$ cat config.mk
export PLATFORM = sky130hd
export DESIGN_NAME = text_console_ctrl
export DESIGN_NICKNAME = d
export VERILOG_FILES = /design/src/rtl/text_console_pkg.sv /design/src/rtl/console_cursor.sv /design/src/rtl/text_console_ctrl.sv
export SDC_FILE = /design/constraint.sdc
export NUM_CORES = 1
export LEC_CHECK = 0
export BUFFER_PORTS_ARGS = -buffer_cell sky130_fd_sc_hd__buf_4
export CORE_MARGIN = 2
export CORE_UTILIZATION = 55
export CTS_CLUSTER_DIAMETER = 200
export DETAILED_ROUTE_END_ITERATION = 8
export PLACE_DENSITY_LB_ADDON = 0.15
export SLEW_MARGIN = 20
export SYNTH_ARGS = -nofsm -noshare
export SYNTH_HDL_FRONTEND = slang
export SYNTH_SLANG_ARGS = --single-unit
$ cat constraint.sdc
create_clock -name clk -period 2.47 [get_ports clk]
set_input_delay 0.247 -clock clk [delete_from_list [all_inputs] [get_ports clk]]
set_output_delay 0.247 -clock clk [all_outputs]
set_load 0.005 [all_outputs]
$ cat src/rtl/text_console_pkg.sv
// Shared constants, control codes and FSM state type for the text console write controller.
package text_console_pkg;
  localparam int COLS   = 70;
  localparam int ROWS   = 30;
  localparam int ADDR_W = 12;

  localparam logic [7:0] LF = 8'h0A;
  localparam logic [7:0] CR = 8'h0D;
  localparam logic [7:0] BS = 8'h08;
  localparam logic [7:0] FF = 8'h0C;

  typedef enum logic [1:0] {IDLE, WRITE, CLEAR, ROW_CLR} state_t;

  function automatic logic is_print(input logic [7:0] c);
    return (c >= 8'h20) && (c <= 8'h7E);
  endfunction
endpackage

$ cat src/rtl/console_cursor.sv
// Cursor position plus the row_base register (row*COLS), stepped by +/-COLS so no multiplier is needed.
module console_cursor #(
  parameter int COLS   = 70,
  parameter int ROWS   = 30,
  parameter int ADDR_W = 12
) (
  input  logic              clk,
  input  logic              rst_n,
  input  logic              advance,
  input  logic              newline,
  input  logic              cr,
  input  logic              back,
  input  logic              home,
  output logic [6:0]        col,
  output logic [4:0]        row,
  output logic [ADDR_W-1:0] row_base,
  output logic              wrap,
  output logic              nl_wrap,
  output logic              at_origin
);
  localparam logic [6:0]        COL_LAST = 7'(COLS - 1);
  localparam logic [4:0]        ROW_LAST = 5'(ROWS - 1);
  localparam logic [ADDR_W-1:0] STEP     = ADDR_W'(COLS);

  assign nl_wrap   = (row == ROW_LAST);
  assign wrap      = (col == COL_LAST) && nl_wrap;
  assign at_origin = (col == 7'd0) && (row == 5'd0);

  always_ff @(posedge clk or negedge rst_n) begin
    if (!rst_n) begin
      col      <= '0;
      row      <= '0;
      row_base <= '0;
    end else if (home) begin
      col      <= '0;
      row      <= '0;
      row_base <= '0;
    end else if (newline || (advance && col == COL_LAST)) begin
      col <= '0;
      if (nl_wrap) begin
        row      <= '0;
        row_base <= '0;
      end else begin
        row      <= row + 5'd1;
        row_base <= row_base + STEP;
      end
    end else if (advance) begin
      col <= col + 7'd1;
    end else if (cr) begin
      col <= '0;
    end else if (back && !at_origin) begin
      if (col != 7'd0) begin
        col <= col - 7'd1;
      end else begin
        col      <= COL_LAST;
        row      <= row - 5'd1;
        row_base <= row_base - STEP;
      end
    end
  end
endmodule

$ cat src/rtl/text_console_ctrl.sv
// Write-side controller for the VGA text RAM: character stream in, one RAM cell write per cycle out.
module text_console_ctrl #(
  parameter int         COLS       = text_console_pkg::COLS,
  parameter int         ROWS       = text_console_pkg::ROWS,
  parameter logic [7:0] BLANK_CODE = 8'd33,
  parameter bit         INIT_CLEAR = 1'b1
) (
  input  logic        clk,
  input  logic        rst_n,
  input  logic        in_valid,
  input  logic [7:0]  in_char,
  output logic        in_ready,
  output logic [11:0] ram_addr,
  output logic [7:0]  ram_data,
  output logic        ram_wren,
  output logic [6:0]  cursor_col,
  output logic [4:0]  cursor_row,
  output logic        busy
);
  import text_console_pkg::*;

  localparam logic [ADDR_W-1:0] CELL_LAST    = ADDR_W'(COLS * ROWS - 1);
  localparam logic [ADDR_W-1:0] ROW_CLR_LAST = ADDR_W'(COLS - 1);

  state_t             state, state_nx, clr_state;
  logic [ADDR_W-1:0]  cnt, cnt_nx, row_base, cur_addr, addr_nx;
  logic [7:0]         data_nx;
  logic               wren_nx, wr_adv, wr_adv_nx, clr_wr, go_clr, xfer;
  logic               adv, nl, crc, bk, hm, wrap, nl_wrap, at_origin;

  console_cursor #(.COLS(COLS), .ROWS(ROWS), .ADDR_W(ADDR_W)) u_cursor (
    .clk(clk), .rst_n(rst_n),
    .advance(adv), .newline(nl), .cr(crc), .back(bk), .home(hm),
    .col(cursor_col), .row(cursor_row), .row_base(row_base),
    .wrap(wrap), .nl_wrap(nl_wrap), .at_origin(at_origin)
  );

  assign xfer     = in_valid && in_ready;
  assign cur_addr = row_base + ADDR_W'(cursor_col);

  always_comb begin
    state_nx  = state;
    cnt_nx    = cnt;
    wr_adv_nx = wr_adv;
    wren_nx   = 1'b0;
    addr_nx   = ram_addr;
    data_nx   = ram_data;
    clr_wr    = 1'b0;
    go_clr    = 1'b0;
    clr_state = CLEAR;
    adv = 1'b0; nl = 1'b0; crc = 1'b0; bk = 1'b0; hm = 1'b0;
    case (state)
      IDLE: if (xfer) begin
        if (is_print(in_char)) begin
          wren_nx   = 1'b1;
          addr_nx   = cur_addr;
          data_nx   = in_char + 8'd1;
          wr_adv_nx = 1'b1;
          state_nx  = WRITE;
        end else begin
          case (in_char)
            LF: begin
              nl = 1'b1;
              if (nl_wrap) begin
                go_clr    = 1'b1;
                clr_state = ROW_CLR;
              end
            end
            CR: crc = 1'b1;
            BS: if (!at_origin) begin
              // the cell just before the cursor is always cur_addr-1, even across a row boundary
              bk        = 1'b1;
              wren_nx   = 1'b1;
              addr_nx   = cur_addr - 12'd1;
              data_nx   = BLANK_CODE;
              wr_adv_nx = 1'b0;
              state_nx  = WRITE;
            end
            FF: begin
              hm     = 1'b1;
              go_clr = 1'b1;
            end
            default: ;
          endcase
        end
      end
      WRITE: begin
        state_nx = IDLE;
        if (wr_adv) begin
          adv = 1'b1;
          if (wrap) begin
            go_clr    = 1'b1;
            clr_state = ROW_CLR;
          end
        end
      end
      CLEAR, ROW_CLR: begin
        wren_nx = 1'b1;
        addr_nx = cnt;
        data_nx = BLANK_CODE;
        clr_wr  = 1'b1;
        cnt_nx  = cnt + 12'd1;
        if (cnt == ((state == CLEAR) ? CELL_LAST : ROW_CLR_LAST)) state_nx = IDLE;
      end
      default: state_nx = IDLE;
    endcase
    // Row clear only ever follows a bottom wrap, so it always covers row 0 (addr 0..COLS-1).
    // The first blank is issued on the entry edge so the write burst has no bubble.
    if (go_clr) begin
      wren_nx  = 1'b1;
      addr_nx  = '0;
      data_nx  = BLANK_CODE;
      clr_wr   = 1'b1;
      cnt_nx   = 12'd1;
      state_nx = clr_state;
    end
  end

  always_ff @(posedge clk or negedge rst_n) begin
    if (!rst_n) begin
      if (INIT_CLEAR) state <= CLEAR;
      else            state <= IDLE;
      cnt      <= '0;
      wr_adv   <= 1'b0;
      ram_wren <= 1'b0;
      ram_addr <= '0;
      ram_data <= '0;
      in_ready <= 1'b0;
      busy     <= INIT_CLEAR;
    end else begin
      state    <= state_nx;
      cnt      <= cnt_nx;
      wr_adv   <= wr_adv_nx;
      ram_wren <= wren_nx;
      ram_addr <= addr_nx;
      ram_data <= data_nx;
      // busy tracks the visible blank writes; accept again only once the last one has retired
      busy     <= clr_wr;
      in_ready <= (state_nx == IDLE) && !clr_wr;
    end
  end
endmodule

==> qor.csv <==
metric,value,unit
Crit path arrival time,2.66,ns
# setup viols final,0,
layout cells sized above 1,0.284,
Die Area,0.00929,mm²
Mapped Cells,535,
post-DP HPWL,9430,µm
Critical Path End Type,flip-flop,
PD cells,328,mW/mm²
clock sinks,61,
DRT Wirelength,13700,µm
DRC Markers,0,
synth unique cells,91,
drt pass-1 iters,5,
I/O Buffers,45,
vias in the first global route,4275,
via count,4603,
DP Area,0.00538,mm²
register area share after synthesis,0.326,
RSZ-0062 raised after global routing,yes,
Synth async-reset ratio,1.00,
pre-CTS setup slack,-0.0288,ns
Routed WL per cell,18.6,µm
Peak VDD IR,0.000375,V
clk_lat worst skew,0.35,ns
Via density,6.26,
filler instances,644,
Worst Setup Start Kind,flip-flop,
"Avg Cell Area, Syn",8.78,µm²
Clock Path Buffers,2,
WS Path Type,reg2reg,
first-pass GRT wire length,21200,µm
GPL Wtd Cong,0.971,
HP Class,in2async,
area of the multi-input gates,0.00307,mm²
total power,1920,µW
FF+latch area,0.00153,mm²
Max Fclk,412,MHz
CTS tree,yes,
drt initial violations,296,
max-slew violations,0,
Top Ports,46,
Core ar.,0.00826,mm²
gr ovfl total,0,
H-Tree Depth,3,
Initial Util,0.569,
CP Max Fanout,6,
Rel. slew slack,0.456,
top_reg_cell synth,dfrtp_1,
endpoints failing hold,21,
largest net degree at the start of global routing,62,
total CTS buffers,9,
worst setup margin,0.0448,ns
antenna violations before repair,0,
WP data required,2.70,ns
Inserted Diodes,0,
Syn-to-layout area delta,24.4,%
"FF+latch count, synth",61,
failing checks,hold timing,
Die Width,96.4,µm
Tightest Pin Transition,0.815,ns
Final Cycle Share,0.982,
Ys Warns,0,
WHS,-0.0522,ns
MaxCap Viol Count,0,
height of the die,96.4,µm
Post-CTS Hold Fix Bufs,0,
cell area after layout,0.00584,mm²
Worst-path clk slew,0.08,ns
CTS root buf,clkbuf_8,
GRT Total Usage,0.298,
clock skew,0.0108,ns
number of flops mapped to enable cells by yosys,0,
row count,33,
synthesized cell area,0.00470,mm²
Post-Route Utilization,0.708,
antenna-violating nets left,0,
Nets,657,
Tmin final,2.43,ns
run status,finished with violations,
Static Leak,0.00258,µW
syn_nets,567,
routing by layer:
metal	vias to the layer above	GRT usage	routed length [µm]
met5	-	0	0
met4	0	0.148	423
met3	32	0.0489	810
met2	204	0.466	6350
met1	2203	0.401	6090
li1	2164	-	-
metrics by stage:
step | TNS, ns | instances
4_1_cts | 0 | 724
5_1_grt | -0.0516 | 735
6_report | 0 | 735
2_1_floorplan | 0 | 535
3_5_place_dp | -0.0425 | 705
3_3_place_gp | -0.0214 | 705
final cells by class:
class	count	share of cell area
inverters	19	0.0122
clock buffers	14	0.0278
flip-flops and latches	61	0.262
repair buffers	110	0.149
clock inverters	2	0.00171
multi-input cells	424	0.525
well taps	105	0.0225
cell usage after synthesis, types with 4 or more instances:
cell type,count,area share
a211oi_1,5,0.0080
a21o_1,4,0.0064
a21oi_1,20,0.021
a32oi_1,4,0.0075
and2_1,4,0.0053
and3_1,19,0.025
buf_1,4,0.0032
buf_2,10,0.011
buf_4,4,0.0064
buf_6,4,0.0096
clkbuf_1,8,0.0064
dfrtp_1,59,0.31
ha_1,21,0.056
inv_1,19,0.015
mux2i_1,9,0.019
nand2_1,61,0.049
nand3_1,25,0.027
nand4_1,10,0.013
nor2_1,36,0.029
nor3_1,15,0.016
nor4_1,6,0.0080
o211ai_1,4,0.0064
o21a_1,4,0.0064
o21ai_0,33,0.035
o21ai_1,11,0.012
o22ai_1,7,0.0093
o31a_1,4,0.0075
o31ai_1,7,0.011
or3_1,9,0.012
xnor2_1,15,0.028
xor2_1,8,0.015
final timing paths:
check	from	end	slack, ns	cells after the start
worst max register to register	u_cursor.row_base[2]	ram_addr[9]	0.04	8
max in group asynchronous	rst_n	ram_addr[5]	1.94	1
worst max-delay path	u_cursor.row_base[2]	ram_addr[9]	0.04	8
worst min-delay path	rst_n	u_cursor.col[3]	-0.05	1
min in group clk	in_char[0]	ram_data[0]	0.25	3
worst min register to register	ram_data[2]	ram_data[2]	0.49	2
worst max-delay path, cell delays in order, from the launching register on:
cell       delay, ns
dfrtp_1         0.42
ha_4            0.27
and3_4          0.20
o31a_1          0.30
o2111a_2        0.35
nor4_4          0.37
o2bb2ai_2       0.15
mux2i_1         0.19
nand2_1         0.06
repair_timing:
| item | in CTS | in global routing |
|---|---|---|
| endpoints found under the setup margin | 4 | 29 |
| cloned | 0 | 1 |
| hold endpoints to repair | 0 | 0 |
| pin swaps | 1 | 14 |
| setup buffers | 3 | 10 |
| gates resized for setup | 3 | 23 |
cell families after synthesis:
group	Yosys count	synth area share
flip-flops	61	0.326
multiplexers	9	0.0192
buffers and inverters	51	0.0557
XOR/XNOR	24	0.0477
AND/OR/NAND/NOR	220	0.264
AO/OA/AOI/OAI	149	0.232
adder cells (fa/ha/maj)	21	0.0560
sequential cells by signal (all words and copies together) (netlist names), 2 cells and up:
register	cells
cnt	12
ram_addr	12
u_cursor.row_base	11
ram_data	8
u_cursor.col	7
u_cursor.row	5
state	2
where the power goes:
group | internal, µW | total, µW | switching (µW)
sequential | 998 | 998 | 0
clock | 418 | 839 | 422
combinational | 27.2 | 80.5 | 53.3
layout by cell type (no fill, tap or decap), types with 8 or more instances in the layout:
cell type	synthesis	final
dfrtp_1	59	58
nand3_1	25	25
nand4_1	10	10
ha_1	21	16
xnor2_1	15	14
a21oi_1	20	19
mux2i_1	9	9
o21ai_1	11	11
inv_1	19	18
and3_1	19	18
xor2_1	8	8
clkbuf_8	0	11
nor3_1	15	13
nand2_1	61	61
nor2_1	36	35
buf_4	4	105
o21ai_0	33	33
or3_1	9	9
No activity file was read; power rests on OpenSTA's default activity.
